**config.mk**
```make
export PLATFORM = sky130hd
export DESIGN_NAME = reg_write_arbiter_flat
export DESIGN_NICKNAME = d
export VERILOG_FILES = /design/src/rtl/reg_arb_pkg.sv /design/src/rtl/reg_write_arbiter_if.sv /design/src/rtl/arb_register.sv /design/src/rtl/rr_pick.sv /design/src/rtl/reg_write_arbiter.sv /design/src/flat_wrapper.sv
export SDC_FILE = /design/constraint.sdc
export NUM_CORES = 1
export LEC_CHECK = 0
export ABC_AREA = 1
export CORE_UTILIZATION = 43
export DETAILED_ROUTE_END_ITERATION = 8
export PLACE_DENSITY = 0.88
export SLEW_MARGIN = 20
export SYNTH_ARGS = -nofsm -noshare
export SYNTH_HDL_FRONTEND = slang
export SYNTH_HIERARCHICAL = 1
export SYNTH_SLANG_ARGS = --single-unit
```
**constraint.sdc**
```tcl
create_clock -name clk -period 8.38 [get_ports clk]
set_input_delay 2.514 -clock clk [delete_from_list [all_inputs] [get_ports clk]]
set_output_delay 2.514 -clock clk [all_outputs]
set_load 0.01 [all_outputs]
```
**src/rtl/reg_arb_pkg.sv**
```systemverilog
// Shared types and helpers for the round-robin register write arbiter.
package reg_arb_pkg;

  typedef enum logic {ARB_IDLE, ARB_LOCKED} arb_state_t;

  localparam int STAT_W = 16;

  function automatic int rr_next(input int idx, input int n);
    return (idx + 1) % n;
  endfunction

endpackage

```
**src/rtl/reg_write_arbiter_if.sv**
```systemverilog
// Requester-side bus of the shared register arbiter.
// Optional REG_ARB_STATS_EN adds the per-requester grant counters.
interface reg_write_arbiter_if #(
  parameter int WIDTH = 32,
  parameter int NREQ  = 4
);
  import reg_arb_pkg::*;

  logic [NREQ-1:0]         req;
  logic [NREQ-1:0]         lock;
  logic [NREQ*WIDTH-1:0]   data;
  logic [NREQ-1:0]         gnt;
  logic [WIDTH-1:0]        out;
  logic [$clog2(NREQ)-1:0] owner;
  logic                    locked;
`ifdef REG_ARB_STATS_EN
  logic [NREQ*STAT_W-1:0]  grant_cnt;

  modport master (output req, lock, data, input gnt, out, owner, locked, grant_cnt);
  modport slave  (input req, lock, data, output gnt, out, owner, locked, grant_cnt);
`else
  modport master (output req, lock, data, input gnt, out, owner, locked);
  modport slave  (input req, lock, data, output gnt, out, owner, locked);
`endif

endinterface

```
**src/rtl/arb_register.sv**
```systemverilog
// WIDTH-bit storage register with write enable and synchronous clear.
module arb_register #(
  parameter int WIDTH = 32
) (
  input  logic             clk,
  input  logic             reset,
  input  logic             we,
  input  logic [WIDTH-1:0] d,
  output logic [WIDTH-1:0] q
);

  always_ff @(posedge clk) begin
    // NOTE: non-blocking, so every flop samples values from before the edge.
    if (reset)   q <= '0;
    else if (we) q <= d;
  end

endmodule

```
**src/rtl/rr_pick.sv**
```systemverilog
// Rotating-priority one-hot picker: first set request at or after ptr, wrapping mod N.
module rr_pick #(
  parameter int N = 4
) (
  input  logic [N-1:0]         req,
  input  logic [$clog2(N)-1:0] ptr,
  output logic [N-1:0]         gnt,
  output logic [$clog2(N)-1:0] idx,
  output logic                 any
);

  localparam int PW = $clog2(N);

  function automatic logic [PW-1:0] wrap(input int v);
    return PW'(v % N);
  endfunction

  always_comb begin
    // NOTE: every output gets a default before the loop, so no path can infer a latch.
    gnt = '0;
    idx = '0;
    any = 1'b0;
    for (int k = 0; k < N; k++) begin
      if (!any && req[wrap(int'(ptr) + k)]) begin
        any = 1'b1;
        idx = wrap(int'(ptr) + k);
        gnt[wrap(int'(ptr) + k)] = 1'b1;
      end
    end
  end

endmodule

```
**src/rtl/reg_write_arbiter.sv**
```systemverilog
// Round-robin write arbiter with lockable ownership in front of one shared register.
// Define REG_ARB_STATS_EN to add 16-bit saturating per-requester grant counters.
module reg_write_arbiter
  import reg_arb_pkg::*;
#(
  parameter int WIDTH    = 32,
  parameter int NREQ     = 4,
  parameter int MAX_LOCK = 8
) (
  input logic               clk,
  input logic               reset,
  reg_write_arbiter_if.slave bus
);

  localparam int PW = $clog2(NREQ);
  localparam int CW = (MAX_LOCK > 0) ? $clog2(MAX_LOCK + 1) : 8;

  arb_state_t     state;
  logic [PW-1:0]  ptr;
  logic [PW-1:0]  owner;
  logic [CW-1:0]  lock_cnt;

  logic [NREQ-1:0]  pick_gnt;
  logic [PW-1:0]    pick_idx;
  logic             pick_any;
  logic [NREQ-1:0]  gnt;
  logic [PW-1:0]    win;
  logic             win_valid;
  logic [WIDTH-1:0] wdata;
  logic             at_limit;

  rr_pick #(.N(NREQ)) u_pick (
    .req (bus.req),
    .ptr (ptr),
    .gnt (pick_gnt),
    .idx (pick_idx),
    .any (pick_any)
  );

  // While locked only the owner may write; reset suppresses every grant.
  always_comb begin
    gnt       = '0;
    win       = pick_idx;
    win_valid = 1'b0;
    if (!reset) begin
      if (state == ARB_LOCKED) begin
        win = owner;
        if (bus.req[owner]) begin
          gnt[owner] = 1'b1;
          win_valid  = 1'b1;
        end
      end else begin
        gnt       = pick_gnt;
        win_valid = pick_any;
      end
    end
  end

  always_comb begin
    wdata = '0;
    for (int i = 0; i < NREQ; i++) begin
      if (gnt[i]) wdata = wdata | bus.data[i*WIDTH +: WIDTH];
    end
  end

  // lock_cnt counts grants already made in this lock; the grant bringing it to MAX_LOCK is the last.
  assign at_limit = (MAX_LOCK > 0) && (int'(lock_cnt) + 1 >= MAX_LOCK);

  always_ff @(posedge clk) begin
    if (reset) begin
      state    <= ARB_IDLE;
      ptr      <= '0;
      owner    <= '0;
      lock_cnt <= '0;
    end else begin
      if (win_valid) ptr <= PW'(rr_next(int'(win), NREQ));
      case (state)
        ARB_IDLE: begin
          if (win_valid && bus.lock[win] && MAX_LOCK != 1) begin
            state    <= ARB_LOCKED;
            owner    <= win;
            lock_cnt <= CW'(1);
          end
        end
        ARB_LOCKED: begin
          if (!win_valid || !bus.lock[owner] || at_limit) begin
            state    <= ARB_IDLE;
            lock_cnt <= '0;
          end else if (lock_cnt != '1) begin
            lock_cnt <= lock_cnt + CW'(1);
          end
        end
        default: state <= ARB_IDLE;
      endcase
    end
  end

  arb_register #(.WIDTH(WIDTH)) u_reg (
    .clk   (clk),
    .reset (reset),
    .we    (|gnt),
    .d     (wdata),
    .q     (bus.out)
  );

  assign bus.gnt    = gnt;
  assign bus.owner  = owner;
  assign bus.locked = (state == ARB_LOCKED);

`ifdef REG_ARB_STATS_EN
  logic [STAT_W-1:0] stat [NREQ];

  always_ff @(posedge clk) begin
    // NOTE: the counter array is explicitly cleared because counts must restart from zero after reset.
    if (reset) begin
      for (int i = 0; i < NREQ; i++) stat[i] <= '0;
    end else begin
      for (int i = 0; i < NREQ; i++) begin
        if (gnt[i] && stat[i] != '1) stat[i] <= stat[i] + STAT_W'(1);
      end
    end
  end

  for (genvar g = 0; g < NREQ; g++) begin : g_stat
    assign bus.grant_cnt[g*STAT_W +: STAT_W] = stat[g];
  end
`endif

endmodule

```
**src/flat_wrapper.sv**
```systemverilog
// flat-port wrapper written by rule: the top's interface ports become plain ports
module reg_write_arbiter_flat import reg_arb_pkg::*;
#(
  parameter int WIDTH    = 32,
  parameter int NREQ     = 4,
  parameter int MAX_LOCK = 8
)
  (clk, reset, bus_req, bus_lock, bus_data, bus_gnt, bus_out, bus_owner, bus_locked);
  reg_write_arbiter_if #(.WIDTH(WIDTH), .NREQ(NREQ)) bus_i ();
  input logic clk;
  input logic reset;
  input wire logic [$bits(bus_i.req)-1:0] bus_req;
  input wire logic [$bits(bus_i.lock)-1:0] bus_lock;
  input wire logic [$bits(bus_i.data)-1:0] bus_data;
  output wire logic [$bits(bus_i.gnt)-1:0] bus_gnt;
  output wire logic [$bits(bus_i.out)-1:0] bus_out;
  output wire logic [$bits(bus_i.owner)-1:0] bus_owner;
  output wire logic [$bits(bus_i.locked)-1:0] bus_locked;
  assign bus_i.req = bus_req;
  assign bus_i.lock = bus_lock;
  assign bus_i.data = bus_data;
  assign bus_gnt = bus_i.gnt;
  assign bus_out = bus_i.out;
  assign bus_owner = bus_i.owner;
  assign bus_locked = bus_i.locked;
  reg_write_arbiter #(.WIDTH(WIDTH), .NREQ(NREQ), .MAX_LOCK(MAX_LOCK)) u_core (.clk(clk), .reset(reset), .bus(bus_i));
endmodule
```
* After elaboration in Yosys (flattened, before gate mapping)
Index checks and enable logic that the tools add are counted.
Widths: inputs -> output; s select.
** Storage, ports and cells
- Bits in registers :: 41
- Output and inout port bits :: 39
- Logic and storage cells :: 107
** Operators by class
- Add/sub/neg operators :: 6
- Order comparisons :: 12
- Equality and inequality tests :: 3
- Multiplexer cells :: 55
- Bitwise gates (word level) :: 7
- Reduce and logical (&&, ||, !) cells :: 19
** Operators with widths (count)
- $mux 32 :: 4
- $or 32x32->32 :: 3
- $mux 4 :: 10
- $ge 32x5->1 const B :: 1
- $mux 1 :: 21
- $lt 2x3->1 const B :: 6
- $bmux 1 s2 :: 7
- $mux 2 :: 6
- $or 4x4->4 :: 3
- $demux 1 s2 :: 5
- $ge 2x1->1 const B :: 5
- $logic_and 1x1->1 :: 9
- $pmux 4 s2 :: 1
- $add 4x1->5 const B :: 1
- $logic_not 1->1 :: 5
- $add 2x1->2 const B :: 2
- $add 2x2->2 const B :: 2
- $add 4x1->4 const B :: 1
- $ne 4x4->1 const B :: 1
- $reduce_and 2->1 :: 2
- $reduce_or 4->1 :: 1
- $ne 3x3->1 const B :: 1
- $logic_or 1x1->1 :: 2
- $ne 2x1->1 const B :: 1
- other kinds (2) :: 2

* Depth between registers and ports, before layout
Gate-level depths: netlist of the first run.
- Depth after elaboration :: 21
- Mapped depth :: 19

* Cells and area by module
The synthesis of the first run kept the hierarchy.
** Modules (own cells, without submodules)
- reg_write_arbiter :: instances 1, cells each 282, area each 1465.2 sq um, sequential area each 180.2 sq um
- arb_register :: instances 1, cells each 203, area each 1338.8 sq um, sequential area each 640.6 sq um
- rr_pick :: instances 1, cells each 74, area each 435.4 sq um, sequential area each 0.0 sq um

* Worst setup path after synthesis of the first run
No wires, ideal clock.
- Kind :: input port to output port
- Start point :: in bus_req[3]
- End point :: out bus_gnt[1]
- Arrival time :: 3.646 ns
- Required time :: 5.866 ns
- Path slack :: 2.220 ns
- Cell stages on the path :: 11
- Buffers on the path :: 2
- Path through :: inv_1 > nand2_1 > nand3_2 > nand2_4 > nor2_4 > buf_6 > nand3_1 > nand3_1 > o211ai_1 > inv_2 > buf_2
** Between the ends
- Longest elaborated chain between the ends :: 14
- Elaborated cells on any way between the ends :: 29
- Classes of those cells :: 20 x mux; 3 x bitwise; 6 x reduce/logical
** Ends and longest elaborated chain
- start, declared :: line flat_wrapper.sv:12 : input wire logic [$bits(bus_i.req)-1:0] bus_req;
- $bmux 1 s2 :: line rr_pick.sv:24 : if (!any && req[wrap(int'(ptr) + k)]) begin
- $mux 1 (not written as such) :: line rr_pick.sv:24
- $mux 1 :: line rr_pick.sv:24
- $logic_not 1->1 :: line rr_pick.sv:24
- $logic_and 1x1->1 :: line rr_pick.sv:24
- $mux 1 :: line rr_pick.sv:24
- $logic_not 1->1 :: line rr_pick.sv:24
- $logic_and 1x1->1 :: line rr_pick.sv:24
- $mux 1 :: line rr_pick.sv:24
- $logic_not 1->1 :: line rr_pick.sv:24
- $logic_and 1x1->1 :: line rr_pick.sv:24
- $mux 4 (*) :: line rr_pick.sv:24
- net u_core.pick_gnt[1] :: line reg_write_arbiter.sv:23 : logic [NREQ-1:0] pick_gnt;
- $mux 4 (*) :: line reg_write_arbiter.sv:46 : if (state == ARB_LOCKED) begin
- $mux 4 (*) :: line reg_write_arbiter.sv:45 : if (!reset) begin
- end, declared :: line flat_wrapper.sv:15 : output wire logic [$bits(bus_i.gnt)-1:0] bus_gnt;
Mark *: on every way through the listed nets, which the timed path passes. The rest lies on a longest branch. The select of a mux whose other input is x is not followed.

* Worst setup path after layout of the first run
- Start point :: in bus_req[3]
- End point :: out bus_gnt[0]
The elaborated chain is that of the path after synthesis.

==> results.sh, run 1 <==
export IMPL_cp_start_kind="input port"
export IMPL_drt_pass1_iterations=4
export IMPL_critPathKind="in2out"
export IMPL_clock_latency_ns=0.29
export IMPL_ys_ff_latch=41
export IMPL_holdCritStartpoint="u_core/u_reg/q[8]$_SDFFE_PP0P_"
export IMPL_status="completed"
export IMPL_boundaryPins=177
export IMPL_clkTransAtPathRegs_ns=0.08
export IMPL_finClkSkew_ns=0.00568
export IMPL_synthFlopType="dfxtp_1"
export IMPL_rrSetupSlack_ns=4.99
export IMPL_yosys_warnings=6
export IMPL_fin_nets=861
export IMPL_die_h_um=88.8
export IMPL_place_detailed_hpwl_um=8100
export IMPL_insertedDiodeCount=0
export IMPL_syn_cell_area_um2=3240
export IMPL_synth_edf_count=0
export IMPL_syn_nets=704
export IMPL_synthDistinctLibCells=29
export IMPL_drc=0
export IMPL_path_cells="clkdlybuf4s50_1, inv_1, nand2_1, nand3_2, nand2_4, nor2_4, nand4_1, nand3_1, o21ai_1, nor2_4, clkdlybuf4s50_1"
export IMPL_yosysTopAreaCell="nand2_1"
export IMPL_grt_pass1_vias=3759
export IMPL_overflow=0
export IMPL_synth_cells=559
export IMPL_holdBufCountCts=0
export IMPL_routed_via_density=4.94
export IMPL_period_share=0.941
export IMPL_r2r_end="u_core/u_reg/q[15]$_SDFFE_PP0P_"
export IMPL_post_dp_cell_area_um2=4940
export IMPL_final_antenna_net_count=0
export IMPL_cts_buffers=5
export IMPL_syn_to_final_growth_pct=56.2
export IMPL_ff_latch_area_um2=821
export IMPL_drt_iter0_markers=135
export IMPL_grt_pass1_wl_um=16200
export IMPL_seq_area_frac_synth=0.253
export IMPL_worst_setup_path_end_kind="output port"
export IMPL_fin_crit_ns=7.88
export IMPL_synth_top_family_by_area="simple AND/OR/NAND/NOR gates"
export IMPL_cpPeakStageDelay_ns=0.69
export IMPL_synth_xor_area_frac=0.00541
export IMPL_hold_end="u_core/u_reg/q[8]$_SDFFE_PP0P_"
export IMPL_worstReg2RegStart="u_core/ptr[0]$_SDFFE_PP0P_"
export IMPL_portBuffers=176
export IMPL_async_flop_share=0
export IMPL_n_fill_cell=656
export IMPL_initial_core_util=0.447
export IMPL_vias=4035
export IMPL_reg2reg_depth=16
export IMPL_syn_area_per_cell_um2=5.79
export IMPL_finalHoldViolations=0
export IMPL_synth_area_mux_share=0
export IMPL_finalSetupTns_ns=0
export IMPL_min_path_type="reg2reg"
export IMPL_hold_path_cell_count=2
export IMPL_postLayoutCellArea_um2=5060
export IMPL_slowest_stage="clkdlybuf4s50_1"
export IMPL_ctsHtreeMaxLevel=2
export IMPL_max_freq_mhz=127
export IMPL_die_area_um2=7880
export IMPL_grt_max_degree=65
export IMPL_tritoncts="yes"
export IMPL_gp_congestion=0.823
export IMPL_crit_arrival_ns=5.37
export IMPL_crit_required_ns=5.87
export IMPL_p_leak_uw=0.00224
export IMPL_slew_violations=0
export IMPL_cts_setup_buffers=0
export IMPL_synth_area_leaders="nand2_1, dfxtp_1, nor2_1, nand4_1, inv_1"
export IMPL_tightest_slew_ns=0.971
export IMPL_drive_gt1_frac=0.0502
export IMPL_clock_sinks=41
export IMPL_chipWidth_um=88.8
export IMPL_yosys_area_top_type_share=0.272
export IMPL_relSlewSlack=0.352
export IMPL_root_buffer="clkbuf_8"
export IMPL_core_um2=7250
export IMPL_grtUsageTotal=0.261
export IMPL_rsz0062_at_grt="false"
export IMPL_routed_wirelength_um=10500
export IMPL_ctsResizeCount=0
export IMPL_post_route_util=0.698
export IMPL_synthSimpleGateAreaFrac=0.532
export IMPL_finalSetupViolations=0
export IMPL_power_uw=1730
export IMPL_maxCapViolCount=0
export IMPL_peakVddDrop_uv=228
export IMPL_antenna_found_initial=0
export IMPL_cp_max_fo=33
export IMPL_rows=31
export IMPL_wire_per_inst_um=12.8
export IMPL_multiInputGateArea_um2=2020
export IMPL_clk_path_buf_depth=2
export IMPL_synth_compound_area_frac=0.0525
export IMPL_synth_fa_ha_area_frac=0.0270
export IMPL_power_per_cell_area_nw_per_um2=341
where the power goes:
| group | switching, uW | leakage, uW | internal [uW] |
|---|---|---|---|
| Clock | 66.5 | 0.0000585 | 97.1 |
| Sequential | 54.1 | 0.000339 | 266 |
| Combinational | 749 | 0.00184 | 492 |
| Total | 870 | 0.00224 | 856 |
logic make-up after synthesis:
logic type / Yosys count
adder cells (fa/ha/maj): 7
XOR/XNOR: 2
AND/OR/NAND/NOR: 398
buffers and inverters: 83
AO/OA/AOI/OAI: 28
flip-flops: 41
metal layers:
layer  global-route usage  share of wire  routed length, um  vias to the layer above
li1                     -              -                  -                     2070
met1                0.276           0.38               4020                     1816
met2                0.510           0.52               5470                      135
met3               0.0560          0.079                825                       14
met4               0.0806          0.016                166                        0
met5                    0              0                  0                        -
layout make-up:
type / instances / area share
clock inverter: 1 / 0.00593
sequential: 41 / 0.162
inverter: 56 / 0.0425
clock buffer: 7 / 0.0171
tap: 99 / 0.0245
multi-input combinational: 435 / 0.398
timing repair buffer: 177 / 0.350
how the worst max path moves through the flow:
stage / slack, ns / from / end / cells after the start
6_report: 0.50 / bus_req[3] / bus_gnt[0] / 11
5_1_grt: 0.28 / bus_req[3] / bus_gnt[0] / 11
4_1_cts: 0.48 / bus_req[3] / bus_gnt[0] / 11
3_5_place_dp: 0.49 / bus_req[3] / bus_gnt[0] / 11
3_3_place_gp: 0.57 / bus_req[3] / bus_gnt[0] / 11
2_1_floorplan: 2.22 / bus_req[3] / bus_gnt[1] / 11
critical path: cells and delay by family:
| kind | cells | cell delay [ns] |
|---|---|---|
| and+or+nand+nor | 7 | 1.47 |
| buffers and inverters | 3 | 1.24 |
| AOI/OAI and AO/OA | 1 | 0.14 |
cell usage after synthesis, types with 2 or more instances:
cell / count
ha_1: 7
a21oi_1: 13
inv_1: 50
buf_6: 10
nand2_1: 235
buf_4: 3
nand3_1: 27
nand4_1: 41
inv_2: 5
o21ai_0: 3
xor2_1: 2
buf_2: 14
nand2_2: 11
o211ai_1: 3
dfxtp_1: 41
nor2_1: 74
nand3_2: 4
a21boi_0: 4
nor2_4: 2
registers in the layout, indices dropped and copies added (netlist names):
register           cells
u_core/u_reg/q        32
u_core/lock_cnt        4
u_core/bus.owner       2
u_core/ptr             2
u_core/bus.locked      1
per-stage QoR:
step | hold slack, ns | cells | setup WS [ns]
CTS | 0.473 | 816 | 0.480
floorplan | 0.437 | 559 | 2.22
detailed placement | 0.462 | 808 | 0.493
global placement | 0.455 | 808 | 0.566
finish | 0.471 | 816 | 0.498
global route | 0.487 | 816 | 0.276
placed cells by master, fill, tap and decap left out, types with 2 or more instances in the layout:
| cell | count |
|---|---|
| a21boi_0 | 4 |
| a21oi_1 | 13 |
| clkbuf_8 | 6 |
| clkdlybuf4s50_1 | 176 |
| dfxtp_1 | 41 |
| ha_1 | 7 |
| inv_1 | 50 |
| inv_2 | 5 |
| nand2_1 | 235 |
| nand2_2 | 11 |
| nand3_1 | 27 |
| nand3_2 | 4 |
| nand4_1 | 41 |
| nor2_1 | 74 |
| nor2_4 | 2 |
| o211ai_1 | 3 |
| o21ai_0 | 3 |
| xor2_1 | 2 |
Power figures use the tool's default switching activity.
==> inputs of run 2 (changes only) <==
CELL_PAD_IN_SITES_DETAIL_PLACEMENT = 0   (was unset)
CELL_PAD_IN_SITES_GLOBAL_PLACEMENT = 1   (was unset)
CORE_UTILIZATION = 27   (was 43)
PLACE_DENSITY = unset   (was 0.88)
PLACE_DENSITY_LB_ADDON = 0.1   (was unset)
==> results.sh, run 2 (synthesis gave the netlist of run 1 again) <==
export IMPL_cp_max_fo=33
export IMPL_power_per_cell_area_nw_per_um2=342
export IMPL_drt_iter0_markers=184
export IMPL_drc=15
export IMPL_clock_sinks=41
export IMPL_final_antenna_net_count=0
export IMPL_core_um2=11600
export IMPL_boundaryPins=177
export IMPL_largest_reg_flops=32
export IMPL_insertedDiodeCount=0
export IMPL_status="complete, but fails checks"
export IMPL_relSlewSlack=0.315
export IMPL_path_buf_inv=4
export IMPL_routed_via_density=4.50
export IMPL_initial_core_util=0.280
export IMPL_syn_to_final_growth_pct=60.1
export IMPL_period_share=0.921
export IMPL_wire_per_inst_um=12.6
export IMPL_rows=39
export IMPL_crit_required_ns=5.87
export IMPL_slowest_stage="clkdlybuf4s50_1"
export IMPL_cp_start_kind="input port"
export IMPL_die_h_um=112
export IMPL_finClkSkew_ns=0.00433
export IMPL_chipWidth_um=112
export IMPL_grtUsageTotal=0.174
export IMPL_cpPeakStageDelay_ns=0.66
export IMPL_drive_gt1_frac=0.0569
export IMPL_place_detailed_hpwl_um=8220
export IMPL_tightest_slew_ns=1.03
export IMPL_cts_setup_buffers=0
export IMPL_clk_path_buf_depth=2
export IMPL_grt_pass1_vias=3765
export IMPL_drt_pass1_iterations=6
export IMPL_maxCapViolCount=0
export IMPL_die_area_um2=12400
export IMPL_fin_nets=865
export IMPL_worst_setup_path_end_kind="output port"
export IMPL_overflow=0
export IMPL_largest_register="u_core/u_reg/q"
export IMPL_top_regs="u_core/u_reg/q: 32 flops, u_core/lock_cnt: 4 flops"
export IMPL_violations="DRC"
export IMPL_crit_top_cell="clkdlybuf4s50_1"
export IMPL_portBuffers=176
export IMPL_p_leak_uw=0.00228
export IMPL_holdBufCountCts=0
export IMPL_antenna_found_initial=0
export IMPL_fin_crit_ns=7.72
export IMPL_path_cells="clkdlybuf4s50_1, inv_1, nand2_1, nand3_2, nand2_4, nor2_4, nand4_1, nand3_1, o211ai_1, inv_2, clkdlybuf4s50_1"
export IMPL_min_path_type="reg2reg"
export IMPL_slew_violations=0
export IMPL_finalHoldViolations=0
export IMPL_routed_wirelength_um=10900
export IMPL_final_common_cell="nand2_1"
export IMPL_vias=3885
export IMPL_grt_pass1_wl_um=17900
export IMPL_finalSetupTns_ns=0
export IMPL_tritoncts="yes"
export IMPL_clock_latency_ns=0.28
export IMPL_rsz0062_at_grt="false"
export IMPL_grt_max_degree=65
export IMPL_mostFrequentLayoutCells="nand2_1, clkdlybuf4s50_1, nor2_1"
export IMPL_finalSetupViolations=0
export IMPL_gp_congestion=0.838
export IMPL_crit_arrival_ns=5.21
export IMPL_clkTransAtPathRegs_ns=0.06
export IMPL_peakVddDrop_uv=215
export IMPL_holdWs_ns=0.466
export IMPL_ctsHtreeMaxLevel=2
export IMPL_root_buffer="clkbuf_16"
export IMPL_critPathKind="in2out"
export IMPL_max_freq_mhz=130
export IMPL_cts_buffers=5
export IMPL_ctsResizeCount=0
export IMPL_crit_family="buffers and inverters"
## run 2: metrics by stage
step	util	total power (uW)	instances	setup slack, ns	cell area (um2)
floorplan	-	1270	559	2.22	3240
global placement	0.435	1580	856	0.660	5030
detailed placement	0.435	1590	856	0.625	5030
CTS	0.449	1800	864	0.631	5190
global route	0.449	1970	864	0.416	5190
finish	0.449	1770	864	0.660	5190
## run 2: final cells by class
type,instances,area (um2)
clock buffers,7,153
clock inverters,1,5.00
fillers,1214,6380
inverters,56,215
multi-input cells,435,2020
flip-flops and latches,41,821
well taps,143,179
repair buffers,181,1800
## run 2: metal layers
layer | up-vias | GRT usage | wire [um]
li1 | 2080 | - | -
met5 | - | 0 | 0
met3 | 5 | 0.0343 | 780
met1 | 1669 | 0.223 | 4990
met4 | 0 | 0.0324 | 57
met2 | 131 | 0.306 | 5050
## run 2: final timing paths
check / start / to / slack, ns / depth (start not counted)
setup / recovery: bus_req[3] / bus_gnt[2] / 0.66 / 11
hold / removal: u_core/lock_cnt[3]$_SDFFE_PP0P_ / u_core/lock_cnt[3]$_SDFFE_PP0P_ / 0.47 / 2
setup reg to reg: u_core/ptr[0]$_SDFFE_PP0P_ / u_core/u_reg/q[12]$_SDFFE_PP0P_ / 5.21 / 14
hold reg to reg: u_core/lock_cnt[3]$_SDFFE_PP0P_ / u_core/lock_cnt[3]$_SDFFE_PP0P_ / 0.47 / 2
## run 2: power breakdown
group	switching, uW	internal, uW
logic	753	500
registers	53.6	267
clock network	73.9	126
## run 2: tightest hold or removal path, stage by stage, from the launching register on
cell,delay [ns]
dfxtp_1,0.31
inv_1,0.06
nor3_1,0.05
